### config.mk
export PLATFORM = sky130hd
export DESIGN_NAME = uart_tx_periph
export DESIGN_NICKNAME = d
export VERILOG_FILES = /design/src/rtl/uart_pkg.sv /design/src/rtl/sync_fifo.sv /design/src/rtl/uart_tx_periph.sv
export SDC_FILE = /design/constraint.sdc
export NUM_CORES = 1
export LEC_CHECK = 0
export BUFFER_PORTS_ARGS = -buffer_cell sky130_fd_sc_hd__buf_4
export CAP_MARGIN = 15
export CORE_ASPECT_RATIO = 0.7
export CORE_MARGIN = 2
export CORE_UTILIZATION = 61
export CTS_CLUSTER_SIZE = 24
export DETAILED_ROUTE_END_ITERATION = 7
export GPL_ROUTABILITY_DRIVEN = 0
export PLACE_DENSITY_LB_ADDON = 0.2
export SLEW_MARGIN = 20
export SYNTH_ARGS = -nofsm -noshare
export SYNTH_HDL_FRONTEND = slang
export SYNTH_HIERARCHICAL = 1
export SYNTH_SLANG_ARGS = --single-unit
### constraint.sdc
create_clock -name cclk -period 3.95 [get_ports cclk]
set_clock_uncertainty 0.15 [all_clocks]
set_input_delay 0.395 -clock cclk [delete_from_list [all_inputs] [get_ports cclk]]
set_output_delay 0.395 -clock cclk [all_outputs]
set_load 0.01 [all_outputs]
### src/rtl/uart_pkg.sv
// rtl/uart_pkg.sv - shared register map, status bit positions and TX state encoding
// Imported by uart_tx_periph; the state encoding matches the receiver.
package uart_pkg;

    localparam logic REG_DATA = 1'b0;
    localparam logic REG_STAT = 1'b1;

    localparam int ST_BUSY  = 0;
    localparam int ST_FULL  = 1;
    localparam int ST_EMPTY = 2;
    localparam int ST_OVF   = 3;
    localparam int ST_IEN   = 4;

    typedef enum logic [1:0] {
        IDLE  = 2'd0,
        START = 2'd1,
        DATA  = 2'd2,
        STOP  = 2'd3
    } tx_state_t;

endpackage

### src/rtl/sync_fifo.sv
// rtl/sync_fifo.sv - synchronous DEPTH x W byte FIFO with first-word fall-through head
// Ports: cclk, reset (sync, active-high), push/wdata, pop/rdata (head),
//        full, empty, count (0..DEPTH).
// A push while full is accepted only when a pop happens in the same cycle.
module sync_fifo #(
    parameter int DEPTH = 8,
    parameter int W     = 8
) (
    input  logic                     cclk,
    input  logic                     reset,
    input  logic                     push,
    input  logic [W-1:0]             wdata,
    input  logic                     pop,
    output logic [W-1:0]             rdata,
    output logic                     full,
    output logic                     empty,
    output logic [$clog2(DEPTH):0]   count
);

    localparam int AW = $clog2(DEPTH);

    logic [W-1:0] mem [DEPTH];
    logic [AW:0]  wr_ptr;
    logic [AW:0]  rd_ptr;
    logic         do_push;
    logic         do_pop;

    // Extra pointer MSB distinguishes full from empty when the indices match.
    assign empty   = (wr_ptr == rd_ptr);
    assign full    = (wr_ptr[AW] != rd_ptr[AW]) && (wr_ptr[AW-1:0] == rd_ptr[AW-1:0]);
    assign count   = wr_ptr - rd_ptr;
    assign do_pop  = pop & ~empty;
    assign do_push = push & (~full | do_pop);
    assign rdata   = mem[rd_ptr[AW-1:0]];

    always_ff @(posedge cclk) begin
        if (reset) begin
            wr_ptr <= '0;
            rd_ptr <= '0;
        end else begin
            if (do_push) wr_ptr <= wr_ptr + 1'b1;
            if (do_pop)  rd_ptr <= rd_ptr + 1'b1;
        end
    end

    always_ff @(posedge cclk) begin
        if (do_push) mem[wr_ptr[AW-1:0]] <= wdata;
    end

endmodule

### src/rtl/uart_tx_periph.sv
// rtl/uart_tx_periph.sv - memory-mapped 8N1 UART transmitter with byte FIFO
// Ports: cclk, reset (sync, active-high), cs/we/addr/wdata (CPU bus),
//        rdata/rvalid (registered read path), uart_tx (serial out, idle high),
//        irq_tx (TX-empty interrupt).
// Optional macro UART_TX_IRQ_EN: addr1 write sets irq_en, status bit4 = irq_en,
// irq_tx = registered irq_en & fifo_empty & !busy. Undefined: irq_tx tied 0.
module uart_tx_periph
    import uart_pkg::*;
#(
    parameter int CLKS_PER_BIT = 234,
    parameter int DEPTH        = 8,
    parameter int CNT_W        = 16
) (
    input  logic       cclk,
    input  logic       reset,
    input  logic       cs,
    input  logic       we,
    input  logic       addr,
    input  logic [7:0] wdata,
    output logic [7:0] rdata,
    output logic       rvalid,
    output logic       uart_tx,
    output logic       irq_tx
);

    localparam int AW = $clog2(DEPTH);
    localparam logic [CNT_W-1:0] BIT_LAST = CNT_W'(CLKS_PER_BIT - 1);

    logic          push;
    logic          pop;
    logic          stat_rd;
    logic          fifo_full;
    logic          fifo_empty;
    logic [7:0]    fifo_head;
    logic [AW:0]   fifo_count;
    logic          overflow;
    logic          busy;
    logic          ien;
    logic [7:0]    status;

    tx_state_t        state, state_n;
    logic [CNT_W-1:0] cnt, cnt_n;
    logic [2:0]       bit_idx, bit_idx_n;
    logic [7:0]       shreg, shreg_n;
    logic             tx_reg, tx_n;
    logic             bit_done;

    assign push    = cs & we & (addr == REG_DATA);
    assign stat_rd = cs & ~we & (addr == REG_STAT);
    assign busy    = (state != IDLE);

    sync_fifo #(.DEPTH(DEPTH), .W(8)) u_fifo (
        .cclk  (cclk),
        .reset (reset),
        .push  (push),
        .wdata (wdata),
        .pop   (pop),
        .rdata (fifo_head),
        .full  (fifo_full),
        .empty (fifo_empty),
        .count (fifo_count)
    );

    // Overflow only when the byte is really dropped (full with no pop this cycle).
    always_ff @(posedge cclk) begin
        if (reset) begin
            overflow <= 1'b0;
        end else if (push & fifo_full & ~pop) begin
            overflow <= 1'b1;
        end else if (stat_rd) begin
            overflow <= 1'b0;
        end
    end

    assign bit_done = (cnt == BIT_LAST);

    always_ff @(posedge cclk) begin
        if (reset) begin
            state   <= IDLE;
            cnt     <= '0;
            bit_idx <= '0;
            shreg   <= '0;
            tx_reg  <= 1'b1;
        end else begin
            state   <= state_n;
            cnt     <= cnt_n;
            bit_idx <= bit_idx_n;
            shreg   <= shreg_n;
            tx_reg  <= tx_n;
        end
    end

    // The shift register moves right each data bit, so shreg[0] is the bit
    // currently on the line and shreg[1] is the next one.
    always_comb begin
        state_n   = state;
        cnt_n     = cnt + CNT_W'(1);
        bit_idx_n = bit_idx;
        shreg_n   = shreg;
        tx_n      = tx_reg;
        pop       = 1'b0;
        case (state)
            IDLE: begin
                cnt_n = '0;
                tx_n  = 1'b1;
                if (!fifo_empty) begin
                    pop     = 1'b1;
                    shreg_n = fifo_head;
                    tx_n    = 1'b0;
                    state_n = START;
                end
            end
            START: begin
                if (bit_done) begin
                    cnt_n     = '0;
                    tx_n      = shreg[0];
                    bit_idx_n = '0;
                    state_n   = DATA;
                end
            end
            DATA: begin
                if (bit_done) begin
                    cnt_n = '0;
                    if (bit_idx == 3'd7) begin
                        tx_n    = 1'b1;
                        state_n = STOP;
                    end else begin
                        bit_idx_n = bit_idx + 3'd1;
                        shreg_n   = {1'b0, shreg[7:1]};
                        tx_n      = shreg[1];
                    end
                end
            end
            STOP: begin
                if (bit_done) begin
                    cnt_n   = '0;
                    state_n = IDLE;
                end
            end
            default: state_n = IDLE;
        endcase
    end

    assign uart_tx = tx_reg;

`ifdef UART_TX_IRQ_EN
    logic irq_en;
    logic irq_q;

    always_ff @(posedge cclk) begin
        if (reset) begin
            irq_en <= 1'b0;
            irq_q  <= 1'b0;
        end else begin
            if (cs & we & (addr == REG_STAT)) irq_en <= wdata[0];
            irq_q <= irq_en & fifo_empty & ~busy;
        end
    end

    assign ien    = irq_en;
    assign irq_tx = irq_q;
`else
    assign ien    = 1'b0;
    assign irq_tx = 1'b0;
`endif

    always_comb begin
        status           = '0;
        status[ST_BUSY]  = busy;
        status[ST_FULL]  = fifo_full;
        status[ST_EMPTY] = fifo_empty;
        status[ST_OVF]   = overflow;
        status[ST_IEN]   = ien;
    end

    always_ff @(posedge cclk) begin
        if (reset) begin
            rdata  <= 8'h00;
            rvalid <= 1'b0;
        end else begin
            rvalid <= cs & ~we;
            if (cs & ~we) begin
                rdata <= (addr == REG_STAT) ? status : 8'(fifo_count);
            end
        end
    end

endmodule

# Word level (Yosys, flattened, before mapping)
# Memories as Yosys holds them, arrays and structs flattened. A register that Yosys moved wholly into a read port is not among the register bits.
# Cells that the tools add are included.
# W data, S select, Z words.
word_totals:
  reg_bits: 48
  ram_bits: 64
  in_bits: 13
  out_inout_bits: 11
  word_cells: 86
  mem_count: 1
classes:
  n_addsub: 5
  n_eq_ne: 14
  muxes: 30
  n_bitwise: 14
  reduce_logical: 12
mem_list:
  columns: ["memory", "depth", "word_bits", "rd", "rd_clocked_by_memory_dff", "write_ports", "line", "text"]
  rows:
  - ["u_fifo.mem", 8, 8, 1, 1, 1, "sync_fifo.sv:22", "logic [W-1:0] mem [DEPTH];"]
ops:
  columns: ["cell", "n"]
  rows:
  - ["$pmux W16 S2", 1]
  - ["$mux W8", 3]
  - ["$add A16 B1 Y16 const B", 1]
  - ["$eq A16 B8 Y1 const B", 1]
  - ["$mux W16", 1]
  - ["$pmux W8 S2", 1]
  - ["$mux W3", 5]
  - ["$ne A2 B2 Y1 const B", 6]
  - ["$mux W1", 10]
  - ["$mux W2", 5]
  - ["$add A4 B1 Y4 const B", 2]
  - ["$and A1 B1 Y1", 8]
  - ["$pmux W2 S4", 1]
  - ["$reduce_and A4 Y1", 2]
  - ["$reduce_bool A2 Y1", 4]
  - ["$pmux W3 S2", 1]
  - ["$not A1 Y1", 5]
  - ["$reduce_and A5 Y1", 1]
  - ["$eq A2 B2 Y1 const B", 2]
  - ["$eq A4 B4 Y1", 1]
  - ["$mux W4", 1]
  - ["$sub A4 B4 Y4", 1]
  - ["$add A3 B1 Y3 const B", 1]
  - ["$eq A3 B3 Y1", 1]
  - ["other kinds (10)", 10]

# Logic depth before layout (Yosys ltp)
# Gate-level depths: netlist of the first run.
logic_depth:
  ltp_word: 8
  ltp_mapped: 10
  mapped_depth_nobuf: 10

# By module
# The synthesis of the first run kept the hierarchy.
by_module_without_submodules:
  columns: ["module", "n_inst", "cells_per_inst", "area_per_inst_um2"]
  rows:
  - ["sync_fifo", 1, 166, 3101.7]
  - ["uart_tx_periph", 1, 214, 1883.1]

# Worst setup path before layout of the first run
# Ideal clock, no wire load.
synth_path:
  path_kind: "flip-flop to flip-flop"
  from: "register u_fifo.wr_ptr[0]"
  to: "memory u_fifo.mem[0][0] (enable)"
  t_arrival_ps: 2300
  slack_ps: 1116
  stages_incl_launch_ff: 10
  n_path_buf: 0
  period_less_slack_ps: 2834
  cell_sequence: "dfxtp_1 -> inv_1 -> ha_1 -> nand3_1 -> nor2_1 -> nand2b_1 -> inv_1 -> or3_1 -> nand3b_1 -> nor3_1"
synth_between:
  elab_chain_len: 8
  word_cells_on_any_way: 12
  classes_between: "eq/ne: 2; mux: 4; bitwise: 5; reduce/logical: 1"
synth_lines:
  columns: ["element", "line", "text"]
  rows:
  - ["start: declaration", "sync_fifo.sv:23", "logic [AW:0] wr_ptr;"]
  - ["start signal: assignment", "sync_fifo.sv:41", "if (do_push) wr_ptr <= wr_ptr + 1'b1;"]
  - ["$eq A4 B4 Y1", "sync_fifo.sv:29", "assign empty = (wr_ptr == rd_ptr);"]
  - ["via fifo_empty", "uart_tx_periph.sv:33", "logic fifo_empty;"]
  - ["$mux W1", "uart_tx_periph.sv:106", "if (!fifo_empty) begin"]
  - ["$mux W1", "uart_tx_periph.sv:102", "case (state)"]
  - ["via pop", "uart_tx_periph.sv:30", "logic pop;"]
  - ["$and A1 B1 Y1", "sync_fifo.sv:32", "assign do_pop = pop & ~empty;"]
  - ["$or A1 B1 Y1", "sync_fifo.sv:33", "assign do_push = push & (~full | do_pop);"]
  - ["$and A1 B1 Y1", "sync_fifo.sv:33", null]
  - ["$mux W1", "sync_fifo.sv:47", "if (do_push) mem[wr_ptr[AW-1:0]] <= wdata;"]
  - ["$mux W1 (implied by the code)", "sync_fifo.sv:47", null]
  - ["end: declaration", "sync_fifo.sv:22", null]
# The timed path passes the listed nets, and every way through them passes these cells.

# Worst setup path after layout of the first run
layout_path:
  from: "register u_fifo.wr_ptr[0]"
  to: "memory u_fifo.mem[2][1] (enable)"
# Same word-level chain as after synthesis.

==> out/summary.txt, run 1 <==
Worst setup path category: flip-flop to flip-flop
Setup TNS: 0 ps
Power density over cell area: 443 nW/µm²
Tcrit/Tclk final: 84.8%
Hold wc startpoint: wdata[7]
Worst-Margin Slew: 894 ps
Ys Warns: 6
Final nets: 420
Syn Inst Count: 380
Synth cell types: 52
Asr flop ratio synth: 0%
Vias in the first global route: 2832
Overall routed net length: 9030 µm
Worst skew pair latency: 340 ps
CTS Buf Count: 9
DRT iter0 DRCs: 205
R2R Path End: u_fifo/mem[2][1]$_DFFE_PP_
Die area: 8920 µm²
Sequential power share: 53.1%
First-pass GRT wire length: 14500 µm
ANT nets after route: 0
Reg2reg setup slack: 600 ps
Cts hold-fix bufs: 0
Netlist Area Pre-Place: 4980 µm²
Tot Pwr: 0.00240 W
Final Hold Viols: 0
Register area: 2860 µm²
Number of synthesized flops with an enable pin: 64
RSZ-0062 raised after global routing: false
Post_cts resized: 0
Die height: 79.6 µm
Count of input and output buffers: 18
Die W: 112 µm
Number of fill cells: 572
Clock network power share: 34.9%
Number of max-cap violations: 0
Placed Cells: 482
Routed len/inst: 18.1 µm
Logic pwr share: 12.0%
Worst path cell trace: inv_1, ha_1, nand3_1, nor2_1, nand2b_1, inv_1, or3_1, nand3b_1, nor2_1
Max frequency: 298 MHz
Hpwl dp: 6280 µm
CP max FO: 8
#FFs+latches synth: 111
Final setup vio count: 0
Drt drc: 0
Layout cells sized above 1: 13.9%
Min Tclk post-route: 3350 ps
Largest net degree at the start of global routing: 42
Final Cell Area: 5420 µm²
Most used DFF post-synth: edfxtp_1
Slew headroom: 40.3%
Initial core utilization: 63.1%
Clock Root Buffer: clkbuf_16
Switch share: 24.7%
Worst VDD drop: 0.372 mV
CTS sink cnt: 111
Vias per std cell: 5.94
Slowest CP cell: nor2_1
Core area: 7910 µm²
Layout area overhead: 8.79%
Leakage: 1.90 nW
Reg clk slew, reported paths: 70 ps
Met2 wire len: 3810 µm
Worst stage delay on the critical path: 680 ps
Longest Clk Path Bufs: 2
Final std cells w/o fill: 498
Row Count: 27
Outcome: completed
Top Ports: 24
Antenna Cells: 0
Area of the multi-input gates: 1980 µm²
Worst EP arrival: 3170 ps
Met3 wire length: 698 µm
P_sw: 0.000594 W
Hold EP: u_fifo/mem[2][7]$_DFFE_PP_
Initial antenna violation count: 0
GRT overflow: 0
CP Launch Type: flip-flop
Mean area per synthesized cell: 13.1 µm²
Placed Area: 5130 µm²
Worst Hold Class: input port to flip-flop
Met1 WL: 4450 µm
CP Capture Type: flip-flop
Drt pass-1 iters: 5
Worst r2r path cells: 9
Vias: 2958
Worst R2R Start: u_fifo/wr_ptr[0]$_SDFFE_PP0P_
Hold path depth: 1
H-tree depth: 3
Highest Signal Layer: met4
Setup Fix Bufs, Post-CTS: 0
Sequential fraction of the synthesis area: 57.4%
Cell internal pwr: 0.00181 W
Count of pins over their slew limit: 0
CTS tree: done
WP data required: 3770 ps
Min Hold Slack: 134 ps
Overall Global Routing Usage: 21.6%
-- cells by family (layout without fill, tap and decap cells) --
family	Yosys count	after routing	share of synthesized area, %
xor gates and xnor gates	19	19	3.49
and+or+nand+nor	119	119	12.1
buffers and inverters	33	46	3.46
other	1	5	0.0752
muxes	46	46	14.8
DFF	111	111	57.4
AOI/OAI and AO/OA	36	36	4.69
adders and majority gates	15	15	3.92
-- state kept, by name, summed over array words and instances, names as in the netlist, named ones only --
signal / cells
rvalid: 1
bit_idx: 3
rdata: 4
u_fifo/rd_ptr: 4
cnt: 16
uart_tx: 1
u_fifo/mem: 64
shreg: 8
u_fifo/wr_ptr: 4
overflow: 1
state: 2
-- layer usage --
metal,GRT usage [%],vias up
met5,0,-
met4,4.39,0
met3,7.59,7
met2,31.3,89
met1,32.0,1432
li1,-,1430
-- cell usage in the layout, fill, tap and decap left out, drive strengths merged, types with 2 or more instances in the layout --
cell	count
nand2b	5
clkbuf	11
ha	14
nor3	3
nand4	5
o31ai	4
or3	6
xor2	10
a21oi	10
mux4	16
buf	18
conb	5
and3	2
or4	4
nand2	18
a211oi	4
clkinvlp	2
nor4b	2
mux2	15
nand3	10
o21ai	9
xnor2	9
nor2b	10
dfxtp	47
nor2	46
edfxtp	64
nor4	2
inv	14
mux2i	15
-- metrics by stage --
stage | utilization, % | setup slack (ps)
4_1_cts | 68.4 | 418
3_3_place_gp | 64.9 | 643
5_1_grt | 68.6 | 418
6_report | 68.6 | 600
2_1_floorplan | - | 1120
3_5_place_dp | 64.9 | 457
-- synthesized netlist by cell type, types with 2 or more instances --
| cell type | instances | area (µm²) |
|---|---|---|
| nand3_1 | 9 | 45.0 |
| nor3_1 | 3 | 15.0 |
| buf_2 | 5 | 25.0 |
| buf_4 | 5 | 37.5 |
| xor2_1 | 10 | 87.6 |
| nand2_1 | 18 | 67.6 |
| a211oi_1 | 4 | 30.0 |
| nor2b_1 | 10 | 62.6 |
| and3_1 | 2 | 12.5 |
| o21ai_0 | 9 | 45.0 |
| buf_1 | 3 | 11.3 |
| clkbuf_1 | 6 | 22.5 |
| xnor2_1 | 8 | 70.1 |
| nor2_1 | 46 | 173 |
| mux4_1 | 16 | 420 |
| nand4_1 | 5 | 31.3 |
| nand2b_1 | 5 | 31.3 |
| nor4b_1 | 2 | 17.5 |
| a21oi_1 | 10 | 50.1 |
| o31ai_1 | 3 | 22.5 |
| dfxtp_1 | 47 | 941 |
| ha_1 | 14 | 175 |
| mux2_2 | 15 | 169 |
| nor4_1 | 2 | 12.5 |
| mux2i_1 | 15 | 150 |
| or3_1 | 5 | 31.3 |
| inv_1 | 12 | 45.0 |
| edfxtp_1 | 64 | 1920 |
| or4_1 | 4 | 30.0 |
-- power by group through the flow --
stage               registers [W]  clock network (W)  logic [W]
global route              0.00128           0.000896   0.000319
global placement          0.00130                  0   0.000282
detailed placement        0.00130                  0   0.000285
CTS                       0.00128           0.000858   0.000288
floorplan                 0.00130                  0   0.000216
finish                    0.00128           0.000840   0.000289
-- layout make-up --
cell class | instances | share of cell area, %
flip-flops and latches | 111 | 52.8
multi-input cells | 240 | 36.5
clock buffers | 11 | 4.29
repair buffers | 18 | 2.49
well taps | 101 | 2.33
inverters | 12 | 0.831
clock inverters | 5 | 0.761
-- worst max-delay path: cells and delay by family (launching register included) --
kind,cells,cell delay [ps]
AND/OR/NAND/NOR,6,1680
flip-flops,1,470
buffers and inverters,2,330
adder cells (fa/ha/maj),1,350
-- how the worst max path moves through the flow --
stage,cells past startpoint,start,end
5_1_grt,9,u_fifo/wr_ptr[0]$_SDFFE_PP0P_,u_fifo/mem[2][6]$_DFFE_PP_
3_5_place_dp,9,u_fifo/wr_ptr[0]$_SDFFE_PP0P_,u_fifo/mem[4][1]$_DFFE_PP_
2_1_floorplan,9,u_fifo/wr_ptr[0]$_SDFFE_PP0P_,u_fifo/mem[0][0]$_DFFE_PP_
3_3_place_gp,9,u_fifo/wr_ptr[0]$_SDFFE_PP0P_,u_fifo/mem[3][6]$_DFFE_PP_
4_1_cts,9,u_fifo/wr_ptr[0]$_SDFFE_PP0P_,u_fifo/mem[3][0]$_DFFE_PP_
6_report,9,u_fifo/wr_ptr[0]$_SDFFE_PP0P_,u_fifo/mem[2][1]$_DFFE_PP_
Note: power is estimated with default switching activity, not from simulation.
==> run 2: changes to the inputs <==
CORE_UTILIZATION = 55   (was 61)
clock period = 3 ns   (was 3.95 ns; I/O delays follow)
==> run 2 against run 1 <==
Die area increased by 10%; non-clock buffer count increased by 14; first-iteration DRC count increased by 34%; worst setup slack got worse by 380 ps; hold slack got worse by 80 ps; design area increased by 3.4%; via count increased by 2.2%; combinational power increased by 44%; wire length increased by 11%; fmax increased by 21%; highest routed layer unchanged; critical path type unchanged; register-to-register slack got worse by 380 ps; largest power group unchanged.
==> out/summary.txt, run 2 (synthesis gave the netlist of run 1 again) <==
Min Tclk post-route: 2780 ps
Cell internal pwr: 0.00257 W
Final nets: 434
CP Launch Type: flip-flop
Initial antenna violation count: 0
Overall routed net length: 9980 µm
Cts hold-fix bufs: 0
ANT nets after route: 0
Layout cells sized above 1: 17.3%
H-tree depth: 3
Number of fill cells: 677
Logic pwr share: 12.3%
Hpwl dp: 7020 µm
Outcome: completed
Drt pass-1 iters: 4
Final Hold Viols: 0
Power density over cell area: 602 nW/µm²
Clock network power share: 38.1%
Layout area overhead: 12.5%
Vias in the first global route: 2815
CTS sink cnt: 111
Worst skew pair latency: 350 ps
Worst EP arrival: 2600 ps
Routed len/inst: 18.6 µm
Top Ports: 24
Placed Area: 5270 µm²
Antenna Cells: 0
Die W: 118 µm
Worst-Margin Slew: 994 ps
Final std cells w/o fill: 535
Setup TNS: 0 ps
P_sw: 0.000809 W
Vias: 3022
Drt drc: 0
Sequential power share: 49.6%
Buf/Inv on CP: 2
Worst setup path category: flip-flop to flip-flop
Worst Hold Class: input port to flip-flop
Largest register FFs: 64
Tcrit/Tclk final: 92.6%
Leakage: 1.99 nW
Most frequent cells in the layout: edfxtp_1, dfxtp_1, nor2_1, buf_4, nand2_1
Vias per std cell: 5.65
Tot Pwr: 0.00338 W
PnR worst setup slack: 221 ps
Largest net degree at the start of global routing: 42
Final Cell Area: 5610 µm²
Die height: 83.7 µm
Switch share: 24.0%
Die area: 9850 µm²
Worst path cell trace: inv_1, ha_1, nand3_1, nor2_1, nand2b_1, inv_1, or3_1, nand3_1, nor3_1
Reg clk slew, reported paths: 70 ps
CP Capture Type: flip-flop
Row Count: 29
WP data required: 2820 ps
First-pass GRT wire length: 15900 µm
Number of max-cap violations: 0
Commonest non-fill, non-tap cell in the layout: edfxtp_1
Max frequency: 360 MHz
Count of input and output buffers: 18
CTS Buf Count: 9
Slew headroom: 33.2%
Overall Global Routing Usage: 21.7%
Clock Root Buffer: clkbuf_16
Pre-CTS setup slack: 178 ps
Final setup vio count: 0
Initial core utilization: 55.8%
Core area: 8930 µm²
Placed Cells: 519
DRT iter0 DRCs: 275
Longest Clk Path Bufs: 2
Top delay family on crit path: simple AND/OR/NAND/NOR gates
CP max FO: 8
RSZ-0062 raised after global routing: false
Count of pins over their slew limit: 0
Worst stage delay on the critical path: 780 ps
Worst VDD drop: 0.476 mV
Slowest CP cell: nor3_1
GRT overflow: 0
CTS tree: done
==> run 2: metrics by stage <==
stage                     utilization, %  hold slack (ps)
after global routing                62.8             43.6
after detailed placement            59.0              326
after floorplan                        -              249
final                               62.8             54.1
after CTS                           62.7             41.9
after global placement              59.0              315
==> run 2: path summary, 6_finish.rpt <==
kind                                 startpoint                    endpoint  slack [ps]  cells past startpoint
setup reg to reg  u_fifo/rd_ptr[2]$_SDFFE_PP0P_  u_fifo/mem[4][2]$_DFFE_PP_         220                      9
hold / removal                         wdata[3]  u_fifo/mem[7][3]$_DFFE_PP_          50                      1
setup / recovery  u_fifo/rd_ptr[2]$_SDFFE_PP0P_  u_fifo/mem[4][2]$_DFFE_PP_         220                      9
hold reg to reg         bit_idx[1]$_SDFFE_PP0P_     bit_idx[1]$_SDFFE_PP0P_         330                      2
==> run 2: final cells by class <==
type	instances	area, µm²	area share, %
Timing Repair Buffer	32	240	4.28
Clock inverter	7	103	1.83
Inverter	12	45.0	0.803
Sequential cell	111	2860	51.0
Clock buffer	9	225	4.02
Multi-Input combinational cell	240	1980	35.3
Tap cell	124	155	2.77
==> run 2: what timing repair did <==
| item | CTS | global route |
|---|---|---|
| buffers inserted | 0 | 0 |
| endpoints found under the setup margin | 0 | 16 |
| gates resized for setup | 0 | 3 |
==> run 2: power groups by stage <==
stage               clock network (W)  logic (W)  registers [W]
finish                        0.00129   0.000415        0.00168
global route                  0.00138   0.000456        0.00168
CTS                           0.00132   0.000411        0.00168
detailed placement                  0   0.000407        0.00171
global placement                    0   0.000401        0.00171
floorplan                           0   0.000284        0.00171
==> run 2: metal layers <==
layer | vias up | share of wire [%] | GRT usage (%)
li1 | 1451 | - | -
met4 | 0 | 1.0 | 5.59
met1 | 1473 | 51 | 34.0
met2 | 86 | 41 | 28.7
met3 | 12 | 6.5 | 7.38
met5 | - | 0 | 0
==> run 3: changes to the inputs <==
BUFFER_PORTS_ARGS = -buffer_cell sky130_fd_sc_hd__buf_2   (was -buffer_cell sky130_fd_sc_hd__buf_4)
MAX_ROUTING_LAYER = met4   (was not set)
==> run 3 against run 2 <==
Clock power down 5%; non-clock buffer count is the same; core utilization shrank 0.76 points; critical path type unchanged; critical endpoint is now u_fifo/mem[2][3]$_DFFE_PP_; sequential power is essentially flat; cell count did not move; first-iteration DRC count down 30%; clock-buffer cell count unchanged; via count up 0.73%; combinational power is 4% lower; power shrank 2.5%; flip-flop and latch count did not move; register-to-register slack is essentially flat.
==> out/summary.txt, run 3 (synthesis gave the netlist of run 1 again) <==
Layout area overhead: 11.1%
CP max FO: 8
Largest register FFs: 64
Layout cells sized above 1: 17.0%
Most frequent cells in the layout: edfxtp_1, dfxtp_1, nor2_1, nand2_1, buf_2
Initial core utilization: 55.8%
Core area: 8930 µm²
Worst setup path category: flip-flop to flip-flop
Cell internal pwr: 0.00247 W
Final Cell Area: 5540 µm²
Slew headroom: 47.4%
Setup TNS: 0 ps
CP Launch Type: flip-flop
Largest net degree at the start of global routing: 29
Worst EP arrival: 2600 ps
Drt pass-1 iters: 5
CTS tree: done
Drt drc: 0
Worst stage delay on the critical path: 570 ps
Worst VDD drop: 0.440 mV
Final Hold Viols: 0
Post_cts resized: 0
Worst path cell trace: ha_1, nand3_1, nor2_1, nand2b_1, inv_1, or3_1, nand3b_1, buf_4, nor2_1
Clock network power share: 37.0%
Final nets: 434
Final std cells w/o fill: 535
CTS Buf Count: 9
Overall routed net length: 9650 µm
Worst skew pair latency: 350 ps
Outcome: completed
GRT overflow: 0
Row Count: 29
First-pass GRT wire length: 15600 µm
Die W: 118 µm
Worst-Margin Slew: 786 ps
Routed len/inst: 18.0 µm
Number of fill cells: 703
Clock Root Buffer: clkbuf_16
Die area: 9850 µm²
Final setup vio count: 0
Slowest CP cell: nor2_1
Vias per std cell: 5.69
H-tree depth: 3
Reg clk slew, reported paths: 80 ps
Min Tclk post-route: 2760 ps
DRT iter0 DRCs: 193
Sequential power share: 50.9%
Antenna Cells: 0
Tcrit/Tclk final: 92.1%
Overall Global Routing Usage: 21.5%
RSZ-0062 raised after global routing: false
Longest Clk Path Bufs: 2
Worst Hold Class: input port to flip-flop
Logic pwr share: 12.1%
Setup Fix Bufs, Post-CTS: 0
Count of input and output buffers: 18
Vias in the first global route: 2851
Number of max-cap violations: 0
Crit-path most repeated cell: nor2_1
Power density over cell area: 594 nW/µm²
CTS sink cnt: 111
P_sw: 0.000820 W
CP Capture Type: flip-flop
Die height: 83.7 µm
Switch share: 24.9%
Cts hold-fix bufs: 0
Placed Cells: 519
Count of pins over their slew limit: 0
Initial antenna violation count: 0
Leakage: 1.97 nW
WP data required: 2830 ps
Max frequency: 362 MHz
Vias: 3044
Placed Area: 5220 µm²
Commonest non-fill, non-tap cell in the layout: edfxtp_1
ANT nets after route: 0
Top Ports: 24
Hpwl dp: 6770 µm
## run 3: through the flow
stage / hold WS (ps) / total power [W] / util, % / setup WS (ps)
after CTS: 94.8 / 0.00332 / 61.9 / 35.5
after global placement: 313 / 0.00210 / 58.5 / 234
final: 102 / 0.00329 / 62.1 / 236
after detailed placement: 323 / 0.00210 / 58.5 / 67.8
after global routing: 102 / 0.00343 / 62.1 / 50.5
after floorplan: 249 / 0.00199 / - / 166
## run 3: layout make-up
| class | instances | area, µm² | share of cell area [%] |
|---|---|---|---|
| clock buffer | 9 | 225 | 4.07 |
| clock inverter | 7 | 77.6 | 1.40 |
| inverter | 12 | 45.0 | 0.813 |
| multi-input combinational | 240 | 1980 | 35.7 |
| sequential | 111 | 2860 | 51.7 |
| tap | 124 | 155 | 2.80 |
| timing repair buffer | 32 | 195 | 3.52 |
## run 3: critical path, delay by kind of cell (launching register included)
family,cells,cell delay [ps]
flip-flops,1,440
AND/OR/NAND/NOR,6,1260
buffers and inverters,2,250
adder cells (fa/ha/maj),1,310
## run 3: metal layers
layer  up-vias  global-route usage (%)  wire, µm  part of all wire [%]
met1      1484                    32.9      4860                    50
met4         0                    5.48        53                  0.55
li1       1448                       -         -                     -
met2       107                    27.6      3990                    41
met5         -                       -         0                     0
met3         5                    6.83       744                   7.7
## run 3: path summary, 6_finish.rpt
check	startpoint	endpoint	slack (ps)	depth (start not counted)
max	u_fifo/wr_ptr[2]$_SDFFE_PP0P_	u_fifo/mem[2][3]$_DFFE_PP_	240	9
min	wdata[7]	u_fifo/mem[5][7]$_DFFE_PP_	100	1
max reg2reg	u_fifo/wr_ptr[2]$_SDFFE_PP0P_	u_fifo/mem[2][3]$_DFFE_PP_	240	9
min reg2reg	shreg[7]$_SDFFE_PP0P_	shreg[7]$_SDFFE_PP0P_	330	2
## run 3: power groups by stage
stage	Clock (W)	Sequential [W]	Combinational, W
floorplan	0	0.00171	0.000284
global placement	0	0.00171	0.000388
detailed placement	0	0.00171	0.000394
CTS	0.00125	0.00168	0.000396
global route	0.00131	0.00168	0.000441
finish	0.00122	0.00168	0.000399
